$ cat src/rtl/lab2_mon_pkg.sv
// Shared types and constants for the lab2 output monitor: FSM states, the
// mismatch saturation value and event record sizing.
package lab2_mon_pkg;

  typedef enum logic [2:0] {
    StIdle,
    StArm,
    StRun,
    StDrain,
    StDone
  } mon_state_e;

  localparam logic [7:0] MISMATCH_MAX = 8'd255;

  localparam int unsigned DEF_WIDTH = 4;
  localparam int unsigned DEF_TS_W  = 16;
  localparam int unsigned DEF_DEPTH = 4;

  // An event record is {value, timestamp}.
  function automatic int unsigned evt_bits(input int unsigned width, input int unsigned ts_w);
    return width + ts_w;
  endfunction

endpackage

$ cat src/rtl/lab2_evt_fifo.sv
// Show-ahead event FIFO with wrap-bit pointers. The head output holds the last
// popped entry while empty, so the consumer never sees stale storage.
module lab2_evt_fifo #(
  parameter int unsigned DW    = 20,
  parameter int unsigned DEPTH = 4
) (
  input  logic          clk,
  input  logic          rst_n,
  input  logic          push,
  input  logic [DW-1:0] push_data,
  input  logic          pop,
  output logic [DW-1:0] head,
  output logic          empty,
  output logic          full
);

  localparam int unsigned AW = $clog2(DEPTH);

  logic [DW-1:0] mem [DEPTH];
  logic [AW:0]   wr_ptr;
  logic [AW:0]   rd_ptr;
  logic [DW-1:0] last_head;
  logic          do_push;
  logic          do_pop;

  assign empty   = (wr_ptr == rd_ptr);
  assign full    = (wr_ptr[AW] != rd_ptr[AW]) && (wr_ptr[AW-1:0] == rd_ptr[AW-1:0]);
  assign do_pop  = pop && !empty;
  // A pop frees the slot this cycle, so a push into a full FIFO still fits.
  assign do_push = push && (!full || do_pop);
  assign head    = empty ? last_head : mem[rd_ptr[AW-1:0]];

  always_ff @(posedge clk) begin
    if (do_push) begin
      mem[wr_ptr[AW-1:0]] <= push_data;
    end
  end

  always_ff @(posedge clk) begin
    if (!rst_n) begin
      wr_ptr    <= '0;
      rd_ptr    <= '0;
      last_head <= '0;
    end else begin
      if (do_push) begin
        wr_ptr <= wr_ptr + (AW + 1)'(1);
      end
      if (do_pop) begin
        last_head <= mem[rd_ptr[AW-1:0]];
        rd_ptr    <= rd_ptr + (AW + 1)'(1);
      end
    end
  end

endmodule

$ cat src/rtl/lab2_out_monitor.sv
// Watches the lab2 output, logs every value change with a cycle timestamp into
// an event FIFO and counts mismatches against an expected-value stream.
module lab2_out_monitor
  import lab2_mon_pkg::*;
#(
  parameter int unsigned WIDTH = DEF_WIDTH,
  parameter int unsigned TS_W  = DEF_TS_W,
  parameter int unsigned DEPTH = DEF_DEPTH
) (
  input  logic             clk,
  input  logic             rst_n,
  input  logic             start,
  input  logic             stop,
  input  logic [WIDTH-1:0] dut_y,
  input  logic             exp_valid,
  input  logic [WIDTH-1:0] exp_data,
  output logic             exp_ready,
  output logic             evt_valid,
  input  logic             evt_ready,
  output logic [WIDTH-1:0] evt_data,
  output logic [TS_W-1:0]  evt_ts,
  output logic             busy,
  output logic             done,
  output logic [7:0]       mismatch_cnt,
  output logic             overflow
);

  localparam int unsigned EW = evt_bits(WIDTH, TS_W);

  mon_state_e       state;
  logic [WIDTH-1:0] prev;
  logic [TS_W-1:0]  ts;
  logic             push;
  logic [EW-1:0]    push_data;
  logic [EW-1:0]    head;
  logic             empty;
  logic             full;

  assign push      = (state == StArm) || ((state == StRun) && (dut_y != prev));
  // The baseline event is always stamped 0.
  assign push_data = {dut_y, (state == StArm) ? {TS_W{1'b0}} : ts};
  assign evt_valid = !empty;
  assign evt_data  = head[EW-1:TS_W];
  assign evt_ts    = head[TS_W-1:0];

  lab2_evt_fifo #(
    .DW    (EW),
    .DEPTH (DEPTH)
  ) u_fifo (
    .clk       (clk),
    .rst_n     (rst_n),
    .push      (push),
    .push_data (push_data),
    .pop       (evt_ready),
    .head      (head),
    .empty     (empty),
    .full      (full)
  );

  always_ff @(posedge clk) begin
    if (!rst_n) begin
      state        <= StIdle;
      prev         <= '0;
      ts           <= '0;
      mismatch_cnt <= '0;
      overflow     <= 1'b0;
      busy         <= 1'b0;
      done         <= 1'b0;
      exp_ready    <= 1'b0;
    end else begin
      if (push && full && !evt_ready) begin
        overflow <= 1'b1;
      end
      unique case (state)
        StIdle, StDone: begin
          if (start) begin
            state        <= StArm;
            ts           <= '0;
            mismatch_cnt <= '0;
            overflow     <= 1'b0;
            busy         <= 1'b1;
            done         <= 1'b0;
          end
        end
        StArm: begin
          prev      <= dut_y;
          ts        <= TS_W'(1);
          state     <= StRun;
          exp_ready <= 1'b1;
        end
        StRun: begin
          prev <= dut_y;
          ts   <= ts + TS_W'(1);
          if (exp_valid && exp_ready && (exp_data != dut_y) && (mismatch_cnt != MISMATCH_MAX)) begin
            mismatch_cnt <= mismatch_cnt + 8'd1;
          end
          if (stop) begin
            state     <= StDrain;
            exp_ready <= 1'b0;
          end
        end
        StDrain: begin
          if (empty) begin
            state <= StDone;
            busy  <= 1'b0;
            done  <= 1'b1;
          end
        end
        default: state <= StIdle;
      endcase
    end
  end

endmodule

$ cat config.mk
export PLATFORM = sky130hd
export DESIGN_NAME = lab2_out_monitor
export DESIGN_NICKNAME = d
export VERILOG_FILES = /design/src/rtl/lab2_mon_pkg.sv /design/src/rtl/lab2_evt_fifo.sv /design/src/rtl/lab2_out_monitor.sv
export SDC_FILE = /design/constraint.sdc
export NUM_CORES = 1
export LEC_CHECK = 0
export CAP_MARGIN = 40
export CORE_MARGIN = 8
export CORE_UTILIZATION = 45
export CTS_BUF_LIST = sky130_fd_sc_hd__clkbuf_4 sky130_fd_sc_hd__clkbuf_8
export DETAILED_ROUTE_END_ITERATION = 7
export HOLD_SLACK_MARGIN = 0.03
export SYNTH_ARGS = -nofsm -noshare
export SYNTH_HDL_FRONTEND = slang
export SYNTH_SLANG_ARGS = --single-unit
$ cat constraint.sdc
create_clock -name clk -period 4.8 [get_ports clk]
set_input_delay 0.96 -clock clk [delete_from_list [all_inputs] [get_ports clk]]
set_output_delay 0.96 -clock clk [all_outputs]
set_load 0.05 [all_outputs]
==> After elaboration in Yosys (flattened, before gate mapping) <==
Memories as Yosys holds them, arrays and structs flattened. A register that Yosys moved wholly into a read port is not among the register bits.
Index checks and enable logic that the tools add are counted.
{ "word_totals": {"ff_bits": 61, "latch_bits": 0, "mem_bits_rw": 80, "romBits": 0, "in_bits": 14, "output_inout_bits": 33, "elab_cells": 82, "n_memories": 1} }
{ "memory_table": {"columns": ["name", "depth", "width", "rd", "rd_clocked_by_memory_dff", "wr", "line", "rtl"], "rows": [
  ["u_fifo.mem", 4, 20, 1, 1, 1, "lab2_evt_fifo.sv:19", "logic [DW-1:0] mem [DEPTH];"]
]} }
{ "classes": {"n_addsub": 4, "mul": 0, "div": 0, "magnitude_cmp": 0, "eq_ne": 14, "shift": 0, "mux": 26, "n_bitwise": 0, "n_reduce_logical": 26} }
{ "op_table": {"columns": ["cell", "n"], "rows": [
  ["one-hot mux 16 bit (3 select lines)", 1],
  ["two-way mux 16 bit", 2],
  ["two-way mux 20 bit", 1],
  ["adder 16 x 1 -> 16 bit (second input constant)", 1],
  ["two-way mux 8 bit", 2],
  ["one-hot mux 8 bit (2 select lines)", 1],
  ["one-hot mux 3 bit (4 select lines)", 1],
  ["two-way mux 1 bit", 10],
  ["logical AND 1 bit", 9],
  ["two-way mux 3 bit", 3],
  ["AND reduction 3 bit", 3],
  ["adder 8 x 1 -> 8 bit (second input constant)", 1],
  ["inequality test 4 bit", 2],
  ["inequality test 8 bit (second input constant)", 1],
  ["adder 3 x 1 -> 3 bit (second input constant)", 2],
  ["== test 3 x 2 -> 1 bit (second input constant)", 2],
  ["one-hot mux 1 bit (2 select lines)", 3],
  ["nonzero test 2 bit", 3],
  ["two-way mux 2 bit", 2],
  ["inequality test 2 x 1 -> 1 bit (second input constant)", 2],
  ["inequality test 2 bit (second input constant)", 2],
  ["AND reduction 2 bit", 2],
  ["OR reduction 2 bit", 2],
  ["== test 3 x 1 -> 1 bit (second input constant)", 1],
  ["8 further kinds", 11]
]} }

==> Longest topological paths before layout <==
{ "logic_depth": {"word_depth": 8, "mapped_depth": 6, "depth_no_buf": 5} }

==> Modules after synthesis <==
From an unflattened synthesis, not the netlist that was laid out.
{ "hier_totals": {"cells_unflattened": 496, "area_unflattened_um2": 6466.2} }
{ "by_module_without_submodules": {"columns": ["mod", "n_inst", "cells_per_inst", "area_each_um2", "seq_area_each_um2"], "rows": [
  ["lab2_evt_fifo", 1, 268, 4528.1, 2962.8],
  ["lab2_out_monitor", 1, 228, 1938.1, 700.7]
]} }

==> Worst setup path before layout <==
OpenSTA, ideal clock, no wires.
{ "synth_timing": {"path_kind": "in2reg", "from": "input dut_y[1]", "to": "memory u_fifo.mem[3][0] (enable)", "setup_time_ns": 0.421, "arrival_time_ns": 2.714, "required_time_ns": 4.379, "slack_ns": 1.665, "cell_stages": 3, "path_buffers": 0, "cell_sequence": "xor2_1 nor4_1 a2111oi_2"} }
{ "synth_between": {"elab_chain_cells": 6} }
{ "synth_lines": {"columns": ["element", "line", "rtl"], "rows": [
  ["from (decl)", "lab2_out_monitor.sv:14", "input logic [WIDTH-1:0] dut_y,"],
  ["inequality test 4 bit", "lab2_out_monitor.sv:39", "assign push = (state == StArm) || ((state == StRun) && (dut_y != prev));"],
  ["logical AND 1 bit", "lab2_out_monitor.sv:39", null],
  ["logical OR 1 bit", "lab2_out_monitor.sv:39", null],
  ["logical AND 1 bit", "lab2_evt_fifo.sv:30", "assign do_push = push && (!full || do_pop);"],
  ["two-way mux 1 bit", "lab2_evt_fifo.sv:34", "if (do_push) begin"],
  ["two-way mux 1 bit (implied by the code)", "lab2_evt_fifo.sv:35", "mem[wr_ptr[AW-1:0]] <= push_data;"],
  ["to (decl)", "lab2_evt_fifo.sv:19", null]
]} }
No other way between the ends.

==> Final worst setup path <==
{ "layout_timing": {"from": "register u_fifo.wr_ptr[1]", "to": "output evt_ts[4]"} }
{ "layout_between": {"elab_chain_cells": 2} }
{ "layout_lines": {"columns": ["element", "line", "rtl"], "rows": [
  ["from (decl)", "lab2_evt_fifo.sv:20", "logic [AW:0] wr_ptr;"],
  ["from (signal assigned)", "lab2_evt_fifo.sv:46", "wr_ptr <= wr_ptr + (AW + 1)'(1);"],
  ["== test 3 bit", "lab2_evt_fifo.sv:26", "assign empty = (wr_ptr == rd_ptr);"],
  ["two-way mux 20 bit", "lab2_evt_fifo.sv:31", "assign head = empty ? last_head : mem[rd_ptr[AW-1:0]];"],
  ["to (decl)", "lab2_out_monitor.sv:21", "output logic [TS_W-1:0] evt_ts,"]
]} }
No other way between the ends.

==> results by group <==
Status
  – Status: completed

Yosys
  – Main synth FF type: edfxtp_1
  – Post-Syn Area per Cell: 11.54 um2
  – Post-synth EDFFs: 80
  – Post-synth top area cell: edfxtp_1
  – Flip-flop and latch count after synthesis: 143
  – Top cell type's share of synthesized area: 38.63%
  – Netlist cell types: 50
  – FFs w/ async S/R, synth: 0%
  – Mapped Cells: 539
  – Mapped cell area: 6218 um2
  – Synth Warn #: 0
  – Syn_nets: 560
  – Sequential area share after synthesis: 58.91%
  – Area contributors post-synth: edfxtp_1 39%, dfxtp_1 20%, mux4_2 7.2%

Global route
  – Vias in the first global route: 4157
  – Initial antenna violation count: 0
  – Grt ovf: 0
  – Overall Global Routing Usage: 14.96%
  – First-pass GRT wire length: 21130 um
  – Pin count of the biggest net entering global routing: 38

Routing
  – Drc violations: 0
  – DR vias/cell: 5.304
  – Initial DRC count: 319
  – Via Count: 4148
  – DR pass1 iterations: 4
  – Routed Antenna Nets: 0
  – Post-Route WL: 12720 um
  – WL/cell: 16.26 um

Finish
  – Share of cells above drive strength 1: 15.95%
  – Most frequent cells in the layout: 99 x nand2_1, 80 x edfxtp_1, 63 x dfxtp_1
  – ANT cells: 0
  – Commonest non-fill, non-tap cell in the layout: nand2_1
  – Final instance area: 7316 um2
  – Fill count: 1184
  – Fin nets: 610
  – Area Growth Syn to Fin: 17.65%

Die
  – Die area: 17840 um2
  – Die Height: 133.6 um
  – Die width: 133.6 um
  – IO Pins: 47
  – Initial Util: 45.50%
  – Row cnt: 43
  – Core region area: 13670 um2

Clock network
  – CTS Buf Count: 17
  – Clock net sink count: 143
  – H-tree levels: 4
  – CTS tree: yes
  – Clock root buffer: clkbuf_8
  – Clock Tree Buf Depth: 2
  – Post-CTS setup buffer count: 0
  – Later-pin clock latency in the skew report: 450 ps
  – Clk slew on worst S/H paths: 70 ps
  – # resized after CTS: 0
  – Hold buffer count at cts: 0

STA
  – Total negative slack: 0 ps
  – Fin crit period: 3526 ps
  – Final hold vios: 0
  – Slew margin rel.: 42.17%
  – Worst Tran Pin Value: 859.5 ps
  – Setup skew after layout: 11.34 ps
  – # setup viols final: 0
  – RSZ-0062 raised after global routing: false
  – Pins Over Slew Limit: 0
  – Fin crit share: 73.47%
  – Max Fclk: 283.6 MHz

Worst setup path
  – Critical Path RT: 3840 ps
  – Crit-path max FO: 24
  – Crit path DAT: 2570 ps
  – CP Launch Type: flip-flop
  – Critical path endpoint category: primary output
  – CP Class: flip-flop to primary output

Place
  – Detailed placement HPWL: 8529 um
  – I/O Buffers: 46
  – Post-DP Area: 6899 um2
  – Routability cong.: 0.7348

Power and ir drop
  – Worst VDD drop: 0.2316 mV
  – Power density cells: 555.7 nW/um2
  – Leakage: 2.598 nW

Job
  – Max_cap viols: 0

Worst hold path
  – Hold Crit Class: flip-flop to flip-flop
-- critical path, cell delays in order (launching register included) --
cell      delay [ps]
dfxtp_1          440
xor2_1           160
nor3_2           210
clkinv_1         530
buf_4            440
nand2_1           80
nand2_1           60
buf_4            190
-- flip-flops by register name, summed over array words and instances (netlist names), named ones only --
signal and count:
u_fifo.mem 80, u_fifo.wr_ptr 3, overflow 1, busy 1
prev 4, exp_ready 1, ts 16, state 3
mismatch_cnt 8, done 1, u_fifo.last_head 20, u_fifo.rd_ptr 3
-- cell families (layout without fill, tap and decap cells) --
family	after synthesis	after routing	synth area share [%]
AO/OA/AOI/OAI	85	85	8.491
adder cells (fa/ha/maj)	7	7	1.408
XOR/XNOR	13	13	1.831
AND/OR/NAND/NOR	219	219	17.50
flip-flops	143	143	58.91
multiplexers	32	32	9.175
buffers and inverters	40	103	2.676
-- layout make-up --
class / count / area (um2) / share of cell area (%)
Sequential cell: 143 / 3664 / 50.08
Multi-Input combinational cell: 356 / 2401 / 32.82
Timing Repair Buffer: 60 / 568.0 / 7.765
Clock buffer: 23 / 310.3 / 4.241
Tap cell: 180 / 225.2 / 3.079
Clock inverter: 9 / 106.4 / 1.454
Inverter: 11 / 41.29 / 0.5644
-- report_power, final --
| part | internal [mW] | total, mW | switching, mW | leakage, nW |
|---|---|---|---|---|
| Sequential | 1.43 | 1.49 | 0.0653 | 1.29 |
| Clock | 0.535 | 0.981 | 0.447 | 0.207 |
| Combinational | 0.511 | 1.59 | 1.08 | 1.10 |
-- per-layer routing --
metal / part of all wire, % / wire length [um] / track usage (%)
met5: 0 / 0 / 0
met4: 1.5 / 191 / 6.488
met3: 5.3 / 679 / 4.744
met2: 45 / 5709 / 22.59
met1: 48 / 6138 / 19.35
-- metrics by stage --
| stage | util, % | setup WS, ps | total power, mW | cells | hold WS (ps) |
|---|---|---|---|---|---|
| 3_3_place_gp | 49.86 | 1137 | 3.084 | 746 | 441.7 |
| 3_5_place_dp | 50.49 | 1207 | 3.133 | 750 | 446.9 |
| 5_1_grt | 53.53 | 1043 | 4.291 | 782 | 479.5 |
| 2_1_floorplan | - | 1665 | 2.662 | 539 | 436.6 |
| 6_report | 53.53 | 1274 | 4.066 | 782 | 455.6 |
| 4_1_cts | 53.53 | 1242 | 4.112 | 782 | 457.1 |
-- cells in the mapped netlist (3+ instances only) --
| master | instances |
|---|---|
| and3_1 | 4 |
| inv_1 | 9 |
| or3_1 | 8 |
| dfxtp_1 | 63 |
| xnor2_1 | 5 |
| nand4_1 | 4 |
| or4_1 | 5 |
| a21o_1 | 3 |
| o21ai_0 | 13 |
| a31oi_1 | 14 |
| a21oi_1 | 38 |
| and2_1 | 19 |
| nor2_1 | 19 |
| edfxtp_1 | 80 |
| o31ai_1 | 6 |
| ha_1 | 7 |
| mux4_2 | 20 |
| nand2b_1 | 7 |
| nand2_1 | 99 |
| nand3b_1 | 4 |
| nor4_1 | 4 |
| mux2i_1 | 12 |
| clkbuf_1 | 16 |
| xor2_1 | 8 |
| buf_2 | 9 |
| nor3_1 | 4 |
| nand3_1 | 29 |
-- worst paths after layout --
check / from / to / slack, ps / cells after the start
max: u_fifo.wr_ptr[1] / evt_ts[4] / 1270 / 7
min: u_fifo.last_head[0] / u_fifo.last_head[0] / 460 / 2
max reg2reg: state[1] / u_fifo.mem[0][4] / 2250 / 5
min reg2reg: u_fifo.last_head[0] / u_fifo.last_head[0] / 460 / 2
(Power assumes the default switching activity.)
==> variant: new RTL, same flow settings <==
Set the package constant `DEF_WIDTH` to 6 (it was 4).
--- a/src/rtl/lab2_mon_pkg.sv
+++ b/src/rtl/lab2_mon_pkg.sv
@@ -14,3 +14,3 @@
 
-  localparam int unsigned DEF_WIDTH = 4;
+  localparam int unsigned DEF_WIDTH = 6;
   localparam int unsigned DEF_TS_W  = 16;
Interface: changed (resized dut_y, evt_data and exp_data); port bits go from 47 to 53. The function was not compared with the original's and may differ.
==> variant against the unedited design <==
- total power grew 6.2%
- sequential cell count grew 12
- clock skew shrank 3.7 ps
- via count is 1.5% lower
- wire length is 7.2% higher
- worst setup slack worse by 190 ps
- fmax fell by 5.1%
- cell count fell by 1.5%
- count of clock-buffer cells in the layout is 3 lower
- largest cell class unchanged
- critical path type unchanged
- design area grew 6.0%
- area after synthesis is 6.8% higher
- core utilization about the same
==> variant: results (changes against the unedited design) <==
** Power
- Switching power share of the total :: 0.3715 (was 0.3915)
- The fraction of power consumed by sequential logic was 0.372 (was 0.367).
- The static leakage came to 2.567 nW (was 2.598 nW).
- The worst supply voltage drop on vdd is 0.2702 mV (was 0.2316 mV).
- The sum of internal, switching and leakage power came to 4.316 mW (was 4.066 mW).
- The logic gate share of total power is 0.416 (was 0.391).

** Critical path
- R2r setup slk :: 1950 ps (was 2250 ps)
- The startpoint of the lowest-slack register-to-register path is state[0] (was state[1]).
- Data arrival time of the critical path :: 2750 ps (was 2570 ps)
- Reg2reg end :: u_fifo.mem[1][8] (was u_fifo.mem[0][4])
- The maximum fanout count along the critical path came to 22 (was 24).
- The destination of the critical timing path was evt_data[3] (was evt_ts[4]).
- Crit-path slowest cell :: clkdlybuf4s50_1 (was clkinv_1)

** Layout
- The flip-flop count of the largest register, all copies and words added is 88 (was 80).
- The final layout net count came to 598 (was 610).
- Cell Count, Final, Fillers Out :: 770 (was 782)

** Global routing
- The global routing usage on met2 came to 0.2395 (was 0.2259).
- The global-route wire length before repair was 21.89 mm (was 21.13 mm).
- The met1 usage was 0.1988 (was 0.1935).
- The largest net degree at the start of global routing is 55 (was 38).
- The met3 track utilization from global routing was 0.04121 (was 0.04744).

** STA
- The worst clock skew on the final layout was 7.675 ps (was 11.34 ps).
- Worst hold margin :: 465.5 ps (was 455.6 ps)
- The relative slew slack is 0.4334 (was 0.4217).

** Synth
- Top cells by area, synth: edfxtp_1 (40%), dfxtp_1 (20%), mux4_2 (7.5%), mux2_2 (3.7%), nand2_1 (3.7%) (was edfxtp_1 (39%), dfxtp_1 (20%), mux4_2 (7.2%), nand2_1 (6.0%), a21oi_1 (3.1%)).
- Post-synthesis mux area share :: 0.1224 (was 0.09175)
- Ranking of synthesized cells by instance count :: edfxtp_1 (88), dfxtp_1 (67), nand2_1 (65) (was nand2_1 (99), edfxtp_1 (80), dfxtp_1 (63))
- The sequential cell area fraction in the yosys report is 0.5997 (was 0.5891).
- The number of flops mapped to enable cells by yosys came to 88 (was 80).
- Synth Area in XOR/XNOR :: 0.04087 (was 0.01831)
- Complex-gate fraction of the synthesized area :: 0.07308 (was 0.08491)
- The fraction of registers with async set or reset after synthesis was 0 (unchanged).
- Distinct cell type count of the synthesized netlist :: 47 (was 50)
- Adder and majority gate portion of the synthesized area :: 0.01319 (was 0.01408)

** Place
- The routability congestion estimate is 0.7789 (was 0.7348).
- Instance area after placement :: 7392 sq um (was 6899 sq um)
- The count of input and output buffers was 52 (was 46).
- The count of placed standard cells including taps is 738 (was 750).
- The final HPWL from detailed placement was 9.125 mm (was 8.529 mm).

** Drt
- Via count :: 4084 (was 4148)

** Hold path
- The startpoint of the most critical hold path was u_fifo.last_head[16] (was u_fifo.last_head[0]).
- Hold EP :: u_fifo.last_head[16] (was u_fifo.last_head[0])

** Status
- Outcome :: complete, no violations (unchanged)
-- variant: changes by cell type in the layout (fill, tap and decap cells not counted), sizes merged, moves of 22 or more --
cell,change
a21oi,-28
clkdlybuf4s50,+27
a21boi,+26
mux2,+22
nand2,-34
buf,-24
-- variant: tightest hold or removal path: cells and delay by family (launching register included) --
| kind | cells | cell delay (ps) |
|---|---|---|
| AO/OA/AOI/OAI | 1 | 60 |
| flip-flops | 1 | 310 |
| AND/OR/NAND/NOR | 1 | 40 |
-- variant: area by class of cell --
cell class              count  area, sq um
repair buffers             63        623.1
clock inverters            12        105.1
multi-input cells         326         2517
flip-flops and latches    155         3984
inverters                  10        37.54
well taps                 184        230.2
clock buffers              20        256.5
fillers                  1253         6725
-- variant: routing by layer --
metal,up-vias,part of all wire
met4,0,0.011
met1,2009,0.47
met3,10,0.044
met5,-,0
met2,76,0.47
li1,1989,-
